--- src/rtl/sens_acq_sequencer_pkg.sv ---
`default_nettype none
// ============================================================================
//  Module      : sens_acq_sequencer_pkg
//  Description : Shared sensor definitions: acquisition FSM state encoding and
//                sens_mode register bit-field positions.
//  Revision    : 1.0 - initial release
// ============================================================================
package sens_acq_sequencer_pkg;

   // sens_mode bit-field positions (shared with the register interface)
   localparam int MODE_EN_BIT   = 0;
   localparam int MODE_CONT_BIT = 1;
   localparam int MODE_K_LSB    = 2;
   localparam int MODE_K_MSB    = 3;
   localparam int MODE_P_LSB    = 4;
   localparam int MODE_P_MSB    = 7;

   // Acquisition sequencer states
   typedef enum logic [2:0] {
      ST_IDLE      = 3'd0,
      ST_WAIT_TICK = 3'd1,
      ST_START     = 3'd2,
      ST_CONVERT   = 3'd3,
      ST_DONE      = 3'd4
   } acq_state_t;

endpackage : sens_acq_sequencer_pkg
`default_nettype wire

--- src/rtl/sens_period_timer.sv ---
`default_nettype none
// ============================================================================
//  Module      : sens_period_timer
//  Description : Prescaler (mod TICK_DIV) plus tick counter. Both counters are
//                held at zero while run is low, so every run starts fresh.
//                expire pulses on the (period+1)-th tick.
//  Revision    : 1.0 - initial release
// ============================================================================
module sens_period_timer #(
   parameter int TICK_DIV = 1000
) (
   input  logic       clk,
   input  logic       rst_n,
   input  logic       run,
   input  logic [3:0] period,
   output logic       expire
);

   localparam int PW = (TICK_DIV > 1) ? $clog2(TICK_DIV) : 1;

   logic [PW-1:0] presc;
   logic [3:0]    tick_cnt;
   logic          tick;

   assign tick   = run && (presc == PW'(TICK_DIV - 1));
   assign expire = tick && (tick_cnt == period);

   // Prescaler and tick counter, cleared whenever the timer is not running
   always_ff @(posedge clk or negedge rst_n) begin
      if (!rst_n) begin
         presc    <= '0;
         tick_cnt <= '0;
      end else if (!run) begin
         presc    <= '0;
         tick_cnt <= '0;
      end else if (tick) begin
         presc    <= '0;
         tick_cnt <= tick_cnt + 4'd1;
      end else begin
         presc    <= presc + PW'(1);
      end
   end

endmodule : sens_period_timer
`default_nettype wire

--- src/rtl/sens_acq_sequencer.sv ---
`default_nettype none
// ============================================================================
//  Module      : sens_acq_sequencer
//  Description : Sensor acquisition sequencer. Triggers AFE conversions,
//                averages 2^k samples per burst, publishes the result to the
//                register file and flags conversion timeouts.
//  Revision    : 1.0 - initial release
// ============================================================================
module sens_acq_sequencer
   import sens_acq_sequencer_pkg::*;
#(
   parameter int TICK_DIV = 1000,
   parameter int TIMEOUT  = 255
) (
   input  logic       clk,
   input  logic       rst_n,
   input  logic [7:0] sens_mode,
   input  logic       soft_trig,
   output logic       afe_start,
   input  logic       afe_done,
   input  logic [7:0] afe_data,
   output logic [7:0] sens_data_o,
   output logic       data_valid,
   output logic       busy,
   output logic       timeout_err,
   input  logic       err_clr
);

   localparam int TW = (TIMEOUT > 1) ? $clog2(TIMEOUT) : 1;

   acq_state_t state, next_state;

   // Burst configuration captured when a burst starts
   logic        cont_l;
   logic [1:0]  k_l;
   logic [3:0]  period_l;

   logic        en_q;
   logic        primed;     // en_q holds a real sample only after one clock
   logic [10:0] acc;
   logic [3:0]  samp_cnt;
   logic [TW-1:0] tmo_cnt;

   logic        enable, en_rise, expire, timed_out;
   logic [3:0]  samples_next, burst_len;

   // FSM strobes
   logic start_burst, acc_add, clr_burst, err_set, tmo_inc, out_load;

   assign enable       = sens_mode[MODE_EN_BIT];
   assign en_rise      = enable && !en_q && primed;
   assign samples_next = samp_cnt + 4'd1;
   assign burst_len    = 4'd1 << k_l;
   assign timed_out    = (tmo_cnt == TW'(TIMEOUT - 1));

   sens_period_timer #(
      .TICK_DIV (TICK_DIV)
   ) u_period_timer (
      .clk    (clk),
      .rst_n  (rst_n),
      .run    (state == ST_WAIT_TICK),
      .period (period_l),
      .expire (expire)
   );

   // State register
   always_ff @(posedge clk or negedge rst_n) begin
      if (!rst_n) state <= ST_IDLE;
      else        state <= next_state;
   end

   // Next-state decode and per-state control strobes; disable overrides all
   always_comb begin
      next_state  = state;
      start_burst = 1'b0;
      acc_add     = 1'b0;
      clr_burst   = 1'b0;
      err_set     = 1'b0;
      tmo_inc     = 1'b0;
      out_load    = 1'b0;
      afe_start   = 1'b0;
      busy        = (state != ST_IDLE) && (state != ST_WAIT_TICK);

      if (!enable) begin
         next_state = ST_IDLE;
         clr_burst  = 1'b1;
      end else begin
         case (state)
            ST_IDLE: begin
               if (en_rise || (!sens_mode[MODE_CONT_BIT] && soft_trig)) begin
                  next_state  = ST_START;
                  start_burst = 1'b1;
               end
            end
            ST_WAIT_TICK: begin
               if (expire) begin
                  next_state  = ST_START;
                  start_burst = 1'b1;
               end
            end
            ST_START: begin
               afe_start  = 1'b1;
               next_state = ST_CONVERT;
            end
            ST_CONVERT: begin
               // a completion on the last allowed cycle still counts
               if (afe_done) begin
                  acc_add    = 1'b1;
                  next_state = (samples_next < burst_len) ? ST_START : ST_DONE;
               end else if (timed_out) begin
                  err_set    = 1'b1;
                  clr_burst  = 1'b1;
                  next_state = cont_l ? ST_WAIT_TICK : ST_IDLE;
               end else begin
                  tmo_inc    = 1'b1;
               end
            end
            ST_DONE: begin
               out_load   = 1'b1;
               next_state = cont_l ? ST_WAIT_TICK : ST_IDLE;
            end
            default: next_state = ST_IDLE;
         endcase
      end
   end

   // Datapath: config capture, accumulation, result publish, sticky error
   always_ff @(posedge clk or negedge rst_n) begin
      if (!rst_n) begin
         en_q        <= 1'b0;
         primed      <= 1'b0;
         cont_l      <= 1'b0;
         k_l         <= '0;
         period_l    <= '0;
         acc         <= '0;
         samp_cnt    <= '0;
         tmo_cnt     <= '0;
         sens_data_o <= 8'h00;
         data_valid  <= 1'b0;
         timeout_err <= 1'b0;
      end else begin
         en_q       <= enable;
         primed     <= 1'b1;
         data_valid <= 1'b0;
         tmo_cnt    <= tmo_inc ? (tmo_cnt + TW'(1)) : '0;

         if (start_burst) begin
            cont_l   <= sens_mode[MODE_CONT_BIT];
            k_l      <= sens_mode[MODE_K_MSB:MODE_K_LSB];
            period_l <= sens_mode[MODE_P_MSB:MODE_P_LSB];
         end

         if (clr_burst) begin
            acc      <= '0;
            samp_cnt <= '0;
         end else if (acc_add) begin
            acc      <= acc + {3'b000, afe_data};
            samp_cnt <= samples_next;
         end else if (out_load) begin
            sens_data_o <= 8'(acc >> k_l);
            data_valid  <= 1'b1;
            acc         <= '0;
            samp_cnt    <= '0;
         end

         if (err_set)      timeout_err <= 1'b1;
         else if (err_clr) timeout_err <= 1'b0;
      end
   end

endmodule : sens_acq_sequencer
`default_nettype wire
--- config.mk ---
export PLATFORM = sky130hd
export DESIGN_NAME = sens_acq_sequencer
export DESIGN_NICKNAME = d
export VERILOG_FILES = /design/src/rtl/sens_acq_sequencer_pkg.sv /design/src/rtl/sens_period_timer.sv /design/src/rtl/sens_acq_sequencer.sv
export SDC_FILE = /design/constraint.sdc
export NUM_CORES = 1
export LEC_CHECK = 0
export BUFFER_PORTS_ARGS = -buffer_cell sky130_fd_sc_hd__buf_4
export CORE_AREA = 5 5 91 85
export CTS_CLUSTER_DIAMETER = 40
export CTS_CLUSTER_SIZE = 16
export DETAILED_ROUTE_END_ITERATION = 12
export DIE_AREA = 0 0 96 90
export GPL_ROUTABILITY_DRIVEN = 0
export PLACE_DENSITY = 0.7
export REMOVE_ABC_BUFFERS = 1
export SYNTH_ARGS = -nofsm -noshare
export SYNTH_HDL_FRONTEND = slang
export SYNTH_SLANG_ARGS = --single-unit
--- constraint.sdc ---
create_clock -name clk -period 2.33 [get_ports clk]
set_clock_uncertainty 0.05 [all_clocks]
set_input_delay 0.233 -clock clk [delete_from_list [all_inputs] [get_ports clk]]
set_output_delay 0.233 -clock clk [all_outputs]
set_load 0.005 [all_outputs]
Word level (Yosys, flattened, before mapping) --
Index checks and enable logic that the tools add are counted.
Word-level totals: bits in registers 59, input bits 21
Operators by class: reduce and logical (&&, ||, !) cells 15, shifts and indexed selects 2, eq/ne operators 12, magnitude comparators 1, $add $sub $neg 5, bitwise logic cells 2, mux-type cells 44
Operator list (number):
- $mux W11 | 3
- $mux W1 | 25
- $mux W10 | 2
- $mux W4 | 5
- $mux W3 | 6
- $pmux W3 S5 | 1
- $add A11 B8 Y11 | 1
- $shr A11 B2 Y8 | 1
- $add A10 B1 Y10 const B | 1
- $eq A10 B10 Y1 const B | 1
- $add A4 B1 Y4 const B | 2
- $add A8 B1 Y8 const B | 1
- $eq A8 B8 Y1 const B | 1
- $mux W8 | 1
- $eq A3 B2 Y1 const B | 2
- $logic_and A1 B1 Y1 | 6
- $ne A3 B3 Y1 const B | 2
- $reduce_and A3 Y1 | 2
- $reduce_bool A3 Y1 | 2
- $eq A4 B4 Y1 | 1
- $lt A4 B4 Y1 | 1
- $ne A4 B4 Y1 const B | 1
- $shl A1 B2 Y4 const A | 1
- $eq A3 B1 Y1 const B | 1
- other kinds (9) | 11

Longest topological paths before layout --
Gate-level depths: netlist (run 1).
depth in word-level cells 7, mapped depth 9, depth with buffers taken out 8

Modules after synthesis --
From an unflattened synthesis (run 1), not the netlist that was laid out.
Unflattened totals: cell total of the unflattened synthesis 341, area, all modules 3437.0 µm²
By module, submodules not included:
- sens_acq_sequencer | instances 1, area each 2656.3 µm², cells each 258
- sens_period_timer | instances 1, area each 780.7 µm², cells each 83

Worst setup path before layout (run 1) --
OpenSTA, ideal clock, no wires.
kind register -> register, start register k_l[0], end register state[1], data required time 2203 ps, period minus slack after synthesis 1929 ps, stages on the path, launching flop included 10, slack 401 ps, data arrival time 1801 ps, library setup time 77 ps, cell sequence dfrtp_1 clkbuf_1 buf_2 nand2b_1 ha_1 nor4b_1 o21bai_1 a21oi_1 a2bb2oi_1 a21oi_1
Between the ends: cells in the longest elaborated chain, start to end 6
RTL lines:
- from (decl) | RTL line sens_acq_sequencer.sv:35 | logic [1:0] k_l;
- from (signal assigned) | RTL line sens_acq_sequencer.sv:149 | k_l <= sens_mode[MODE_K_MSB:MODE_K_LSB];
- $shl A1 B2 Y4 | RTL line sens_acq_sequencer.sv:53 | assign burst_len = 4'd1 << k_l;
- $lt A4 B4 Y1 | RTL line sens_acq_sequencer.sv:109 | next_state = (samples_next < burst_len) ? ST_START : ST_DONE;
- $mux W3 | RTL line sens_acq_sequencer.sv:109
- $mux W3 | RTL line sens_acq_sequencer.sv:107 | if (afe_done) begin
- $pmux W3 S5 | RTL line sens_acq_sequencer.sv:88 | case (state)
- $mux W3 | RTL line sens_acq_sequencer.sv:84 | if (!enable) begin
- to (signal assigned) | RTL line sens_acq_sequencer.sv:69 | else state <= next_state;
- to (decl) | RTL line sens_acq_sequencer.sv:31 | acq_state_t state, next_state;
No other way between the ends. A chain may end at the register's enable or synchronous reset.

Worst setup path in the final report (run 1) --
start register acc[3], end register acc[7]
Between the ends: cells in the longest elaborated chain, start to end 3
RTL lines:
- from (decl) | RTL line sens_acq_sequencer.sv:40 | logic [10:0] acc;
- from (signal assigned) | RTL line sens_acq_sequencer.sv:157 | acc <= acc + {3'b000, afe_data};
- $add A11 B8 Y11 | RTL line sens_acq_sequencer.sv:157
- $mux W11 | RTL line sens_acq_sequencer.sv:156 | end else if (acc_add) begin
- $mux W11 | RTL line sens_acq_sequencer.sv:153 | if (clr_burst) begin
No other way between the ends.

==> flow_metrics.tcl, run 1 <==
set metrics [dict create \
    drive_gt1_share_pct 18.97 \
    hp-class "in -> reg" \
    cpPeakStageDelay_ns 0.41 \
    nNetsFinal 402 \
    status "completed" \
    rsz0062_at_grt "false" \
    grt_overflow 0 \
    netlist_instances 323 \
    fin_ws_ns 0.3237 \
    cts_tree "built" \
    wl_per_cell_um 13.84 \
    synth_edf_count 0 \
    post_cts_resized 0 \
    drc 0 \
    fp.dieArea_um2 8640 \
    startpoint_type "register" \
    ant_nets 0 \
    global_route.usage.met3_pct 4.174 \
    drv_cap 0 \
    start_util_pct 47.59 \
    ios 33 \
    dp_slack_ns 0.3250 \
    die_y_um 90 \
    firstDrtPassIters 4 \
    crit_arrival_ns 2.19 \
    cts_root_buffer "clkbuf_8" \
    num_vias 2393 \
    numCtsBuffers 9 \
    synth.distinct_cells 47 \
    ys_ff_latch 59 \
    antenna_found_initial 0 \
    diodes 0 \
    path_clk_slew_ns 0.07 \
    register_area_um2 1476 \
    ys_warn_count 0 \
    clock-sinks 59 \
    worstPathCellList "ha_1 -> a21o_1 -> a21oi_1 -> a21oi_1 -> or3_1 -> a32o_1" \
    reg2reg_depth 6 \
    slew_headroom_pct 48.90 \
    setup_viol 0 \
    powerDensity_nw_per_um2 804.0 \
    placementRows 29 \
    multi_input_area_um2 1643 \
    grt_use_total_pct 16.28 \
    p_leak_nw 1.771 \
    max_freq_mhz 498.4 \
    core_area_um2 6749 \
    grt_busiest_layer "met2" \
    async_reset_ff_share_pct 100.0 \
    clockBufferDepth 2 \
    crit_fanout 5 \
    finalHoldViolations 0 \
    syn_to_final_growth_pct 18.97 \
    setup_tns_ns 0 \
    cp.required_ns 2.51 \
    syn_area_um2 3212 \
    n_fill_cell 597 \
    synth.largest_area_cell "dfrtp_1" \
    irDropWorstVdd_mv 0.3036 \
    grt_pass1_wl_um 11160 \
    clk-insertion-delay-late_ns 0.34 \
    wirelength_um 6396 \
    grt_use_met1_pct 21.05 \
    globalRouteMet2Util_pct 25.93 \
    cp_slowest_cell "dfrtp_1" \
    synth_area_per_cell_um2 9.944 \
    ys_seq_area_share_pct 45.97 \
    grt_max_degree 60 \
    ff2ff_setup_slack_ns 0.32 \
    crit_end "acc[7]" \
    crit_type "reg -> reg" \
    path_common_cell "a21oi_1" \
    synth_area_leaders "dfrtp_1 46%, ha_1 6.2%, mux2_2 4.2%" \
    drtIter0Drc 60 \
    port_buffers 32 \
    r2r-end "acc[7]" \
    vias_per_cell 5.180 \
    die_x_um 96 \
    htreeDepth 3 \
    post_cts_buffers 0 \
    critPathLaunch "acc[3]" \
    period_share_pct 86.11 \
    ys.flop_type "dfrtp_1" \
    yosysTopAreaCellShare_pct 45.97 \
    dp_hpwl_um 4606 \
    power_w 0.003072 \
    postCtsHoldBufs 1 \
    reg2reg_from "acc[3]" \
    tightest_slew_ns 0.7666 \
    period_minus_slack_ns 2.006 \
    grt_pass1_vias 2435 \
    slew_violations 0 \
    crit_path_end_kind "register" \
]
-- state kept, by name, summed over array words and instances (netlist names) --
register and count:
state 3, sens_data_o 8, cont_l 1, u_period_timer.presc 10, acc 11, k_l 2, tmo_cnt 8, en_q 1
period_l 4, timeout_err 1, primed 1, u_period_timer.tick_cnt 4, samp_cnt 4, data_valid 1
-- final cells by class --
type	instances	share of cell area [%]
flip-flops and latches	59	38.64
inverters	13	1.277
clock inverters	6	2.980
multi-input cells	242	42.99
repair buffers	39	7.728
clock buffers	10	3.340
well taps	93	3.045
-- routing by layer --
layer | share of wire (%) | wire length (um) | vias to the layer above
li1 | - | - | 1214
met5 | 0 | 0 | -
met2 | 48 | 3068 | 29
met3 | 3.2 | 206 | 8
met4 | 1.4 | 92 | 0
met1 | 47 | 3028 | 1142
-- worst min-delay path by stage --
stage | end | startpoint | cells after the start | slack (ns)
finish | en_q | sens_mode[0] | 1 | 0.03
global route | en_q | sens_mode[0] | 1 | 0.01
CTS | en_q | sens_mode[0] | 1 | 0.02
detailed placement | u_period_timer.presc[6] | rst_n | 1 | 0.31
global placement | u_period_timer.presc[7] | rst_n | 1 | 0.31
floorplan | acc[0] | rst_n | 0 | -0.11
-- cell families after synthesis --
group / after synthesis / share of synthesized area, %
compound gates: 62 / 12.15
xor+xnor: 28 / 7.636
fa+ha+maj: 17 / 6.856
buf+inv: 22 / 2.882
flops: 59 / 45.97
mux: 21 / 7.012
other cells: 1 / 0.1168
simple gates: 113 / 17.37
-- through the flow --
stage	hold slack, ns	util (%)	cells	cell area [um2]
2_1_floorplan	-0.1126	-	314	3168
3_3_place_gp	0.3053	52.89	445	3570
3_5_place_dp	0.3082	52.89	445	3570
4_1_cts	0.02053	56.62	462	3821
5_1_grt	0.01354	56.62	462	3821
6_report	0.02981	56.62	462	3821
-- where the power goes --
part,leakage (nW),internal [W],switching [W]
clock,0.113,0.000712,0.000414
combinational,0.859,0.000336,0.000374
sequential,0.800,0.00113,0.000102
-- cell usage after synthesis (2+ instances only) --
cell	instances
mux2i_1	9
nor2_1	34
or3_1	4
nand2b_1	3
nor3b_1	2
nand3_1	11
mux2_2	12
nor2b_1	3
a211oi_1	3
nand4_1	8
nand2_1	29
and3_1	3
o21a_1	2
buf_2	2
ha_1	16
a21oi_1	17
a22o_1	5
nor3_1	4
o211ai_1	3
xnor2_1	15
o21ai_0	19
and4_1	3
a21o_1	3
inv_1	12
a32oi_1	2
o21ai_1	3
xor2_1	13
dfrtp_1	59
clkbuf_1	6
-- worst max-delay path, delay by kind of cell, from the launching register on --
kind,cells,cell delay (ns)
AOI/OAI and AO/OA,4,0.74
adders and majority gates,1,0.36
DFF,1,0.41
and+or+nand+nor,1,0.35
-- cell usage in the layout, fill, tap and decap left out, drive strengths merged, types with 3 or more instances in the layout --
master	netlist	final
a211oi	3	3
a21o	3	3
a21oi	17	17
a22o	5	5
and3	3	3
and4	3	3
buf	3	38
bufinv	0	3
clkbuf	6	10
dfrtp	59	59
ha	16	16
inv	13	13
mux2	12	12
mux2i	9	9
nand2	30	30
nand2b	3	3
nand3	11	11
nand4	8	8
nor2	34	34
nor2b	3	3
nor3	5	5
o211ai	3	3
o21ai	23	23
or3	4	4
xnor2	15	15
xor2	13	13
Note: power is estimated with default switching activity, not from simulation.
==> run 2, diff against run 1 <==
CORE_AREA = 5 5 94 87   (was 5 5 91 85)
DIE_AREA = 0 0 99 92   (was 0 0 96 90)
SYNTH_HIERARCHICAL = 1   (was default)
==> flow_metrics.tcl, run 2 <==
set metrics [dict create \
    ant_nets 0 \
    drive_gt1_share_pct 20.82 \
    cp_slowest_cell "dfrtp_1" \
    ios 33 \
    start_util_pct 49.08 \
    netlist_instances 341 \
    final_common_cell "dfrtp_1" \
    async_reset_ff_share_pct 100.0 \
    startpoint_type "register" \
    rsz0062_at_grt "false" \
    clockBufferDepth 2 \
    port_buffers 32 \
    wirelength_um 7040 \
    syn_to_final_growth_pct 16.78 \
    layout.cells.non_filler 482 \
    synth_area_per_cell_um2 10.08 \
    yosysTopAreaCellShare_pct 42.96 \
    synth_area_leaders "dfrtp_1 43%, ha_1 5.8%, mux2_2 4.3%" \
    ys_seq_area_share_pct 42.96 \
    slew_headroom_pct 50.67 \
    period_minus_slack_ns 2.161 \
    numCtsBuffers 9 \
    setup_viol 0 \
    finalHoldViolations 0 \
    drtIter0Drc 93 \
    syn_area_um2 3437 \
    ys.flop_type "dfrtp_1" \
    drc 0 \
    crit_fanout 7 \
    period_share_pct 92.75 \
    grt_pass1_wl_um 12220 \
    path_clk_slew_ns 0.06 \
    dp_slack_ns -0.002632 \
    synth.distinct_cells 59 \
    regMostFlops "acc" \
    placementRows 29 \
    grt_max_degree 60 \
    cts_tree "built" \
    drv_cap 0 \
    ys_ff_latch 59 \
    grt_use_total_pct 16.58 \
    synth.largest_area_cell "dfrtp_1" \
    synth.most_common_cell "dfrtp_1" \
    die_y_um 92 \
    p_leak_nw 1.850 \
    grt_overflow 0 \
    most-common-layout-cells "59 x dfrtp_1, 43 x buf_4, 27 x nand2_1" \
    synth_edf_count 0 \
    tightest_slew_ns 0.7400 \
    diodes 0 \
    grt_pass1_vias 2660 \
    slew_violations 0 \
    htreeDepth 3 \
    worstPathCellList "ha_1 -> nand4bb_2 -> nor3_2 -> and4_1 -> nor2b_1 -> a31oi_2 -> nand3_2 -> mux2_2" \
    dp_hpwl_um 5168 \
    synth_common_cells "59 x dfrtp_1, 27 x nand2_1, 22 x nor2_1" \
    crit_path_end_kind "register" \
    cp.required_ns 2.49 \
    hp-class "in -> reg" \
    irDropWorstVdd_mv 0.3140 \
    firstDrtPassIters 4 \
    status "completed" \
    fp.dieArea_um2 9108 \
    final_util_pct 57.32 \
    core_area_um2 7003 \
    fin_ws_ns 0.1689 \
    placed_cells 466 \
    cpPeakStageDelay_ns 0.39 \
    vias_per_cell 5.548 \
    antenna_found_initial 0 \
    crit_type "reg -> reg" \
    crit_arrival_ns 2.32 \
    clock-sinks 59 \
    ys_warn_count 6 \
    nNetsFinal 423 \
    largestRegisters "acc x11, u_period_timer/presc x10" \
    powerDensity_nw_per_um2 753.7 \
    num_vias 2674 \
    cts_root_buffer "clkbuf_8" \
    wl_per_cell_um 14.61 \
    clk-insertion-delay-late_ns 0.33 \
    die_x_um 99 \
    max_freq_mhz 462.7 \
    largest_reg_flops 11 \
]
[run 2: cell count changes in the layout (fill, tap and decap cells not counted), moves of 5 or more]
| cell | before | now |
|---|---|---|
| o211ai_1 | 3 | 8 |
| xnor2_1 | 15 | 6 |
| buf_4 | 38 | 43 |
| nor2_1 | 34 | 22 |
| nand2b_1 | 3 | 8 |
| nand4_1 | 8 | 3 |
[run 2: routing by layer]
| metal | track usage (%) | share of wire [%] | routed length (um) | up-vias |
|---|---|---|---|---|
| met5 | 0 | 0 | 0 | - |
| met4 | 6.030 | 1.1 | 80 | 0 |
| li1 | - | - | - | 1343 |
| met1 | 20.94 | 47 | 3292 | 1289 |
| met3 | 3.794 | 2.4 | 167 | 6 |
| met2 | 27.80 | 50 | 3499 | 36 |
[run 2: cell type report]
class / instances / area (um2)
Clock buffer: 13 / 168.9
Fill cell: 628 / 2989
Sequential cell: 59 / 1476
Inverter: 14 / 52.55
Tap cell: 93 / 116.4
Multi-Input combinational cell: 257 / 1857
Clock inverter: 2 / 10.01
Timing Repair Buffer: 44 / 332.8
[run 2: final timing paths]
path	start	endpoint	slack, ns	cells past startpoint
max in group asynchronous	rst_n	sens_data_o[3]	1.28	2
hold / removal	err_clr	timeout_err	0.04	2
setup reg to reg	u_period_timer/presc[0]	k_l[1]	0.17	8
hold reg to reg	sens_data_o[2]	sens_data_o[2]	0.43	2
min in group asynchronous	rst_n	timeout_err	0.46	2
setup / recovery	u_period_timer/presc[0]	k_l[1]	0.17	8
[run 2: repair_timing]
action                                 CTS  global route
endpoints found under the hold margin   59             0
buffers inserted                         0             0
setup endpoints to repair                7             7
resized for setup                        1             1
pin swaps                                0             0
hold buffers                             1             0
[run 2: worst max-delay path, delay by kind of cell, from the launching register on]
kind	cells	cell delay (ns)
adders and majority gates	1	0.21
DFF	1	0.39
muxes	1	0.31
and+or+nand+nor	5	0.85
AOI/OAI and AO/OA	1	0.22
[run 2: kinds of logic (layout without fill, tap and decap cells)]
logic type	after synthesis	after routing	share of synthesized area [%]
AO/OA/AOI/OAI	84	84	16.67
XOR/XNOR	20	20	5.097
adder cells (fa/ha/maj)	17	17	6.407
buffers and inverters	25	73	3.349
flip-flops	59	59	42.96
multiplexers	25	25	7.754
other	1	1	0.1091
AND/OR/NAND/NOR	110	110	17.66
[run 2: per-stage QoR]
step | total power [W] | area [um2] | hold WS [ns] | TNS (ns)
3_3_place_gp | 0.002176 | 3814 | 0.3003 | 0
5_1_grt | 0.003239 | 4014 | 0.01493 | 0
3_5_place_dp | 0.002206 | 3814 | 0.3045 | -0.004675
6_report | 0.003025 | 4014 | 0.03708 | 0
4_1_cts | 0.003068 | 4009 | 0.02019 | 0
2_1_floorplan | 0.001879 | 3374 | -0.1126 | -0.5419
[run 2: where the power goes]
group	internal [W]	total, W	leakage [nW]	switching, W
Sequential	0.00115	0.00130	0.801	0.000146
Combinational	0.000437	0.000896	0.954	0.000459
Clock	0.000464	0.000832	0.0953	0.000369
==> run 3, diff against run 2 <==
CORE_AREA = 5 5 87 81   (was 5 5 94 87)
DIE_AREA = 0 0 92 86   (was 0 0 99 92)
PLACE_DENSITY = 0.8   (was 0.7)
==> flow_metrics.tcl, run 3 (synthesized netlist as in run 2, its figures left out) <==
set metrics [dict create \
    worstPathCellList "ha_2 -> nand4bb_2 -> nor3_2 -> and4_1 -> nor2b_1 -> a31oi_2 -> nand3_4 -> mux2_2" \
    num_vias 2688 \
    regMostFlops "acc" \
    hold_path_startpoint "err_clr" \
    min_to "timeout_err" \
    period_minus_slack_ns 2.163 \
    post_cts_buffers 0 \
    ff2ff_setup_slack_ns 0.17 \
    status "completed" \
    clk-insertion-delay-late_ns 0.34 \
    final_common_cell "dfrtp_1" \
    crit_arrival_ns 2.34 \
    finalHoldViolations 0 \
    numCtsBuffers 9 \
    cp.required_ns 2.50 \
    grt_max_degree 60 \
    wirelength_um 6997 \
    whs_path_depth 2 \
    syn_to_final_growth_pct 15.25 \
    slew_violations 0 \
    start_util_pct 57.16 \
    reg2reg_from "u_period_timer/presc[0]" \
    cts_root_buffer "clkbuf_8" \
    nNetsFinal 419 \
    irDropWorstVdd_mv 0.2772 \
    drv_cap 0 \
    powerDensity_nw_per_um2 757.6 \
    cts_tree "built" \
    clock-sinks 59 \
    drive_gt1_share_pct 19.95 \
    dp_slack_ns 0.0002167 \
    hp-class "in -> reg" \
    fin_ws_ns 0.1666 \
    startpoint_type "register" \
    final_util_pct 65.88 \
    grt_pass1_vias 2753 \
    firstDrtPassIters 4 \
    placed_cells 441 \
    crit_fanout 7 \
    wl_per_cell_um 15.28 \
    max_freq_mhz 462.2 \
    fp.dieArea_um2 7912 \
    grt_overflow 0 \
    most-common-layout-cells "59 x dfrtp_1, 39 x buf_4, 27 x nand2_1" \
    crit_type "reg -> reg" \
    htreeDepth 3 \
    period_share_pct 92.85 \
    antenna_found_initial 0 \
    largest_reg_flops 11 \
    die_y_um 86 \
    tightest_slew_ns 0.7048 \
    ios 33 \
    path_clk_slew_ns 0.06 \
    vias_per_cell 5.869 \
    cp_slowest_cell "dfrtp_1" \
    largestRegisters "acc x11, u_period_timer/presc x10" \
    diodes 0 \
    port_buffers 32 \
    grt_use_total_pct 19.20 \
    dp_hpwl_um 4950 \
    placementRows 27 \
    ant_nets 0 \
    core_area_um2 6013 \
    die_x_um 92 \
    slew_headroom_pct 53.01 \
    p_leak_nw 1.824 \
    drc 0 \
    drtIter0Drc 126 \
    layout.cells.non_filler 458 \
    cpPeakStageDelay_ns 0.39 \
    r2r-end "period_l[1]" \
    clockBufferDepth 2 \
    hold_ws_ns 0.03424 \
    crit_path_end_kind "register" \
    reg2reg_depth 8 \
    rsz0062_at_grt "false" \
    grt_pass1_wl_um 12280 \
    setup_viol 0 \
]
-- run 3: layout make-up --
class                      instances  area (um2)
clock inverter                     2       10.01
inverter                          14       52.55
multi-input combinational        257        1867
fill                             470        2052
clock buffer                      14       162.7
timing repair buffer              40       302.8
tap                               72       90.09
sequential                        59        1476
-- run 3: stage by stage --
stage	power [W]	TNS, ns	area (um2)
6_report	0.003001	0	3961
5_1_grt	0.003194	0	3961
4_1_cts	0.003004	0	3945
3_5_place_dp	0.002170	0	3757
3_3_place_gp	0.002132	0	3757
2_1_floorplan	0.001879	-0.5419	3374
-- run 3: how the worst max path moves through the flow --
stage | start | end | slack [ns] | cells past startpoint
finish | u_period_timer/presc[0] | period_l[1] | 0.17 | 8
global route | u_period_timer/presc[0] | period_l[1] | 0.007 | 8
CTS | u_period_timer/presc[0] | period_l[1] | 0.01 | 8
detailed placement | u_period_timer/presc[0] | period_l[1] | 0.0002 | 8
global placement | u_period_timer/presc[0] | k_l[0] | 0.11 | 8
floorplan | state[1] | cont_l | -0.08 | 8
-- run 3: report_power, final --
group | internal (W) | switching [W]
sequential | 0.00115 | 0.000194
combinational | 0.000420 | 0.000410
clock | 0.000442 | 0.000386
-- run 3: worst max-delay path: cells and delay by family (launching register included) --
| kind | cells | cell delay, ns |
|---|---|---|
| simple gates | 5 | 0.80 |
| mux | 1 | 0.31 |
| fa+ha+maj | 1 | 0.25 |
| flops | 1 | 0.39 |
| compound gates | 1 | 0.25 |
-- run 3: metal layers --
layer / track usage (%) / vias to the layer above / wire length [um]
li1: - / 1327 / -
met1: 24.15 / 1295 / 3201
met2: 31.30 / 51 / 3372
met3: 5.263 / 15 / 276
met4: 8.097 / 0 / 148
met5: 0 / - / 0
-- run 3: repair_timing --
action	in CTS	in global routing
endpoints found under the hold margin	59	0
gates cloned	0	0
pin swaps	1	1
endpoints found under the setup margin	7	7
hold buffers	1	0
gates resized for setup	1	3
